### config.mk
export PLATFORM = sky130hd
export DESIGN_NAME = down_counter_timer
export DESIGN_NICKNAME = d
export VERILOG_FILES = /design/src/rtl/down_counter_timer_pkg.sv /design/src/rtl/down_counter_timer_rate_divider.sv /design/src/rtl/down_counter_timer.sv
export SDC_FILE = /design/constraint.sdc
export NUM_CORES = 1
export LEC_CHECK = 0
export BUFFER_PORTS_ARGS = -buffer_cell sky130_fd_sc_hd__buf_2
export CAP_MARGIN = 10
export CORE_ASPECT_RATIO = 1.4
export CORE_MARGIN = 8
export CORE_UTILIZATION = 55
export CTS_BUF_LIST = sky130_fd_sc_hd__clkbuf_4 sky130_fd_sc_hd__clkbuf_8
export CTS_CLUSTER_DIAMETER = 200
export DETAILED_ROUTE_END_ITERATION = 8
export GPL_ROUTABILITY_DRIVEN = 1
export GPL_TIMING_DRIVEN = 0
export PLACE_DENSITY = 0.79
export SKIP_LAST_GASP = 1
export SLEW_MARGIN = 10
export SYNTH_ARGS = -nofsm -noshare
export SYNTH_HDL_FRONTEND = slang
export SYNTH_SLANG_ARGS = --single-unit
### constraint.sdc
create_clock -name clock -period 2.61 [get_ports clock]
set_clock_uncertainty 0.1 [all_clocks]
set_input_delay 0.261 -clock clock [delete_from_list [all_inputs] [get_ports clock]]
set_output_delay 0.261 -clock clock [all_outputs]
set_load 0.02 [all_outputs]
### src/rtl/down_counter_timer_pkg.sv
// Shared definitions for the down-counter timer: FSM state encodings,
// the default divide ratio and the divider width helper.
package down_counter_timer_pkg;

  typedef enum logic [1:0] {
    IDLE = 2'b00,
    RUN  = 2'b01,
    DONE = 2'b10
  } state_t;

  localparam int unsigned DIV_DEFAULT = 50_000_000;

  // Divider width is clog2(div), never narrower than one bit.
  function automatic int unsigned div_width(input int unsigned div);
    return ($clog2(div) < 1) ? 1 : int'($clog2(div));
  endfunction

endpackage

### src/rtl/down_counter_timer_rate_divider.sv
// Count-step generator: counts DIV enabled cycles and flags a tick on the
// last one. The zero-detect is held in a flop so tick has no adder in its path.
module rate_divider
  import down_counter_timer_pkg::*;
#(
  parameter int unsigned DIV = DIV_DEFAULT
) (
  input  logic clock,
  input  logic reset,
  input  logic clear,
  input  logic enable,
  output logic tick
);

  localparam int unsigned W = div_width(DIV);
  localparam logic [W-1:0] RELOAD = W'(DIV - 1);
  localparam logic RELOAD_ZERO = (DIV == 1);

  logic [W-1:0] count;
  logic         zero;

  // NOTE: sequential state uses non-blocking assignments so every flop
  // samples pre-edge values, independent of statement order.
  always_ff @(posedge clock) begin
    if (reset || clear) begin
      count <= RELOAD;
      zero  <= RELOAD_ZERO;
    end else if (enable) begin
      if (zero) begin
        count <= RELOAD;
        zero  <= RELOAD_ZERO;
      end else begin
        count <= count - W'(1);
        zero  <= (count == W'(1));
      end
    end
  end

  assign tick = enable && zero;

endmodule

### src/rtl/down_counter_timer.sv
// Loadable 4-bit countdown timer: IDLE -> RUN -> DONE, one count step every
// DIV enabled cycles, with a single-cycle done pulse on reaching zero.
module down_counter_timer
  import down_counter_timer_pkg::*;
#(
  parameter int unsigned DIV = DIV_DEFAULT
) (
  input  logic       clock,
  input  logic       reset,
  input  logic       load,
  input  logic [3:0] freshdata,
  input  logic       start,
  input  logic       enable,
  output logic [3:0] q,
  output logic       running,
  output logic       expired,
  output logic       done
);

  state_t     state, state_next;
  logic [3:0] q_next;
  logic       done_next;
  logic       clear;
  logic       div_enable;
  logic       tick;

  assign div_enable = (state == RUN) && enable;

  rate_divider #(.DIV(DIV)) u_div (
    .clock  (clock),
    .reset  (reset),
    .clear  (clear),
    .enable (div_enable),
    .tick   (tick)
  );

  always_ff @(posedge clock) begin
    if (reset) begin
      state <= IDLE;
      q     <= 4'd0;
      done  <= 1'b0;
    end else begin
      state <= state_next;
      q     <= q_next;
      done  <= done_next;
    end
  end

  // NOTE: every output of this block gets a default first, so no path
  // leaves a signal unassigned and no latch is inferred.
  always_comb begin
    state_next = state;
    q_next     = q;
    done_next  = 1'b0;
    clear      = 1'b0;
    if (load) begin
      q_next     = freshdata;
      state_next = IDLE;
      clear      = 1'b1;
    end else begin
      unique case (state)
        IDLE: begin
          if (start && (q != 4'd0)) begin
            state_next = RUN;
            clear      = 1'b1;
          end
        end
        RUN: begin
          // q is never 0 in RUN; the guard keeps the count from wrapping.
          if (tick && (q != 4'd0)) begin
            q_next = q - 4'd1;
            if (q == 4'd1) begin
              state_next = DONE;
              done_next  = 1'b1;
            end
          end
        end
        DONE:    ;
        default: state_next = IDLE;
      endcase
    end
  end

  assign running = (state == RUN);
  assign expired = (state == DONE);

endmodule

==> results.md <==
- The count of final max-slew check failures was 0.
- Setup slack closes at about 0.3 ns.
- For this run, design rule violations remaining after detail routing come to 0.
- After detailed routing, the average wire length per cell comes to ~16 um.
- The kind of end point of the critical path is a flip-flop.
- The clock latency on the worst-skew pair is ~0.29 ns.
- The dominant synthesized flop cell is sky130_fd_sc_hd__dfxtp_1.
- The net count of the finished layout is ~230.
- The number of violations of the max-capacitance limit is 0.
- The post-place setup slack is about 0.18 ns.
- Fill cells in the final layout number 257.
- The H-tree depth is 2.
- The first global-routing pass estimated approximately 6700 um of wire.
- The number of buffers on the longest clock path is 2.
- In this run the clock root is driven by a sky130_fd_sc_hd__clkbuf_8.
- 16 I/O pins were placed.
- The category of the worst setup path launch point is a flip-flop.
- Summing the sequential cell areas from Yosys gives between 40% and 50% of the chip area.
- Counting every instance in the synthesized netlist gives around 190.
- Entering global routing, the biggest net connects 11 pins.
- Counting the buffers created by CTS gives 5.
- The number of distinct standard cells referenced by the synthesized netlist is 47.
- The starting density of the core is 56.06%.
- The die height is between 80 and 90 um.
- Counting every net in the synthesized netlist gives ~200.
- For this run, the top clock speed supported by timing is 0.4325 GHz.
- Setup repair after global routing left no endpoint under its margin.
- The count of vias placed by the detailed router is 1531.
- The clock sink total is 34.
- The detail-routed via count per cell is 6.100.
- The wire length after detailed routing is about 3900 um.
- The initial antenna violation count is 0.
- The arrival time at the worst endpoint is 2.44 ns.
- The cell area after synthesis is between 1500 and 2000 um^2.
- Clock-pin slew was measured on the worst setup and hold paths at about 0.070 ns.
- The category of the critical setup timing path is reg -> reg.
- The number of rows in the core area is 24.
- The worst pin sits at a relative slew slack of roughly two fifths.
- The share of flip-flops with an asynchronous set or reset after synthesis is 0%.
- The ratio of final minimum period to clock period is about nine tenths.
- Yosys attributes the largest share of cell area to sky130_fd_sc_hd__dfxtp_1 40%, sky130_fd_sc_hd__or4_1 4.0%, sky130_fd_sc_hd__nor2_1 3.8%, sky130_fd_sc_hd__xor2_1 3.6%, sky130_fd_sc_hd__o31ai_1 3.5%.
- The number of hold-repair buffers added at the cts stage is 0.
- Port buffering added 14 buffers.
- For the pin with the worst max-slew slack, the measured transition is around 0.86 ns.
- The worst IR drop on VDD is about 0.46 mV.
- The detailed-router iteration count before antenna repair is 4.
- At the end of routability-driven placement, the weighted congestion stood at just over 0.8.
- Global routing finished with a remaining overflow of 0.
- The total track usage is between 10% and 20%.
- The count of warnings emitted by yosys is 0.
- The register-to-register path setup slack is 0.30 ns.
- The average instance area after synthesis is between 8 and 9 um^2.
- The biggest area contributor in the post-synthesis netlist is sky130_fd_sc_hd__dfxtp_1.
- The path class of the tightest hold or removal check is in -> reg.
- The core region is 3033 um^2.
- Subtracting the final worst setup slack from the clock period gives around 2.3 ns.
- The number of global-route vias before repair is about 1500.
- The startpoint of the worst register-to-register path is u_div.count[0].
- The count of cells along the worst hold path is 2.
- The end point of the most critical hold path is state[1].
- The chip width is between 60 and 70 um.
- The share of post-route cells with drive strength above 1 is about 15%.
- The most frequently used cell type in the post-synthesis netlist is sky130_fd_sc_hd__dfxtp_1.
- The final number of setup-violating endpoints is 0.
- The area added between synthesis and finish is 12.21%.
- The count of nets left with antenna violations once routing finished came out at 0.
- The number of cell instances on the worst register-to-register path is 4.
- Of all nets on the critical path, the largest fanout is 7.
- For this block, the initial DRC count from the detailed router was slightly below 80.
- Ranked by instance count, the synthesized netlist is headed by 34 x sky130_fd_sc_hd__dfxtp_1, 17 x sky130_fd_sc_hd__nor2_1, 10 x sky130_fd_sc_hd__nand3_1.
- The total power is about 1 mW.
- Summed over its instances, the top area cell type makes up approximately two fifths of the synthesized netlist area.
- The repair_antennas step left the layout with diodes totalling 0.
- Power spread over the standard cell area amounts to around 500 nW/um^2.
- The critical register-to-register path endpoint is u_div.count[21].
- Summed over all cells, the static leakage comes to about 0.66 nW.
- The setup total negative slack is 0 ns.
- The synthesized design contains 0 enable-type register cells.
- The final count of hold timing violations is 0.
- The number of synthesized register bits is 34.
- The CTS tree is done.
- The required time of the critical path is roughly 2.7 ns.
- Detailed placement finished with a half-perimeter wire length of ~2900 um.
- The launch instance of the worst min-delay path is load.
- The overall die area is slightly above 5000 um^2.
- The flow ran to the end, and the final reports show no timing, DRC or antenna violations.
critical path: stages (launching register included):
cell                      delay [ns]
sky130_fd_sc_hd__dfxtp_1        0.36
sky130_fd_sc_hd__nor4_1         0.77
sky130_fd_sc_hd__nand4_1        0.42
sky130_fd_sc_hd__or4_1          0.51
sky130_fd_sc_hd__nand3_1        0.10
per-layer routing:
metal / GRT usage [%] / wire length [um] / up-vias
met5: 0 / 0 / -
met4: 7.323 / 65 / 0
met3: 5.048 / 156 / 7
met2: 30.32 / 1999 / 39
met1: 15.82 / 1684 / 723
li1: - / - / 762
where the power goes:
group          total (mW)  leakage (nW)  switching, mW  internal [mW]
registers           0.532         0.276        0.00736          0.524
clock network       0.378        0.0452          0.174          0.204
logic              0.0669         0.343         0.0407         0.0262
sequential cells by signal, summed over array words and instances (netlist names):
name         cells
q                4
u_div.count     26
state            2
done             1
u_div.zero       1
area by class of cell:
type	count	area, um^2	share of cell area [%]
multi-input combinational	143	953.4	49.97
sequential	34	680.7	35.67
buffer	7	45.04	2.361
clock buffer	7	83.83	4.393
inverter	7	26.28	1.377
tap	39	48.80	2.557
timing repair buffer	14	70.07	3.672
logic make-up after synthesis:
group,after synthesis,synth area share [%]
fa+ha+maj,4,2.943
xor+xnor,11,5.666
flops,34,40.03
mux,3,1.766
buf+inv,14,4.194
compound gates,31,12.44
simple gates,94,32.97
cell usage in the layout, fill, tap and decap left out, types with 3 or more instances in the layout:
cell type | Yosys | layout
sky130_fd_sc_hd__o211ai_1 | 3 | 3
sky130_fd_sc_hd__nand3_1 | 10 | 10
sky130_fd_sc_hd__buf_2 | 1 | 15
sky130_fd_sc_hd__or4_1 | 9 | 9
sky130_fd_sc_hd__xnor2_1 | 4 | 4
sky130_fd_sc_hd__a21oi_1 | 6 | 6
sky130_fd_sc_hd__clkbuf_1 | 3 | 3
sky130_fd_sc_hd__nor3_1 | 7 | 7
sky130_fd_sc_hd__or3_1 | 4 | 4
sky130_fd_sc_hd__o31ai_1 | 8 | 8
sky130_fd_sc_hd__nor4_1 | 6 | 6
sky130_fd_sc_hd__a211oi_1 | 3 | 3
sky130_fd_sc_hd__nand2_1 | 9 | 9
sky130_fd_sc_hd__mux2i_1 | 3 | 3
sky130_fd_sc_hd__nor2_1 | 17 | 17
sky130_fd_sc_hd__ha_1 | 4 | 4
sky130_fd_sc_hd__xor2_1 | 7 | 7
sky130_fd_sc_hd__nor2b_1 | 3 | 3
sky130_fd_sc_hd__nand4b_1 | 3 | 3
sky130_fd_sc_hd__nand4_1 | 6 | 6
sky130_fd_sc_hd__dfxtp_1 | 34 | 34
sky130_fd_sc_hd__o21ai_0 | 4 | 4
sky130_fd_sc_hd__clkbuf_8 | 1 | 6
sky130_fd_sc_hd__inv_1 | 7 | 7
worst max-delay path by stage:
stage | start | to | slack (ns) | depth (start not counted)
final | u_div.count[0] | u_div.count[21] | 0.30 | 4
after global routing | u_div.count[0] | u_div.count[21] | 0.11 | 4
after CTS | u_div.count[0] | u_div.count[22] | 0.16 | 7
after detailed placement | u_div.count[0] | u_div.count[22] | 0.18 | 7
after global placement | u_div.count[0] | u_div.count[22] | 0.25 | 7
after floorplan | u_div.count[0] | u_div.count[22] | 0.56 | 7
stage by stage:
stage | cell area (um^2) | instances | utilization, % | hold WS (ns)
after detailed placement | 1819 | 244 | 59.98 | 0.3813
after floorplan | 1700 | 191 | - | 0.2397
after global routing | 1908 | 251 | 62.91 | 0.1340
after CTS | 1903 | 251 | 62.75 | 0.1154
after global placement | 1819 | 244 | 59.98 | 0.3587
final | 1908 | 251 | 62.91 | 0.1242
repair_timing:
action | CTS | global route
endpoints found under the setup margin | 0 | 2
resized for setup | 0 | 1
setup buffers | 0 | 0
Note: power is estimated with default switching activity, not from simulation.
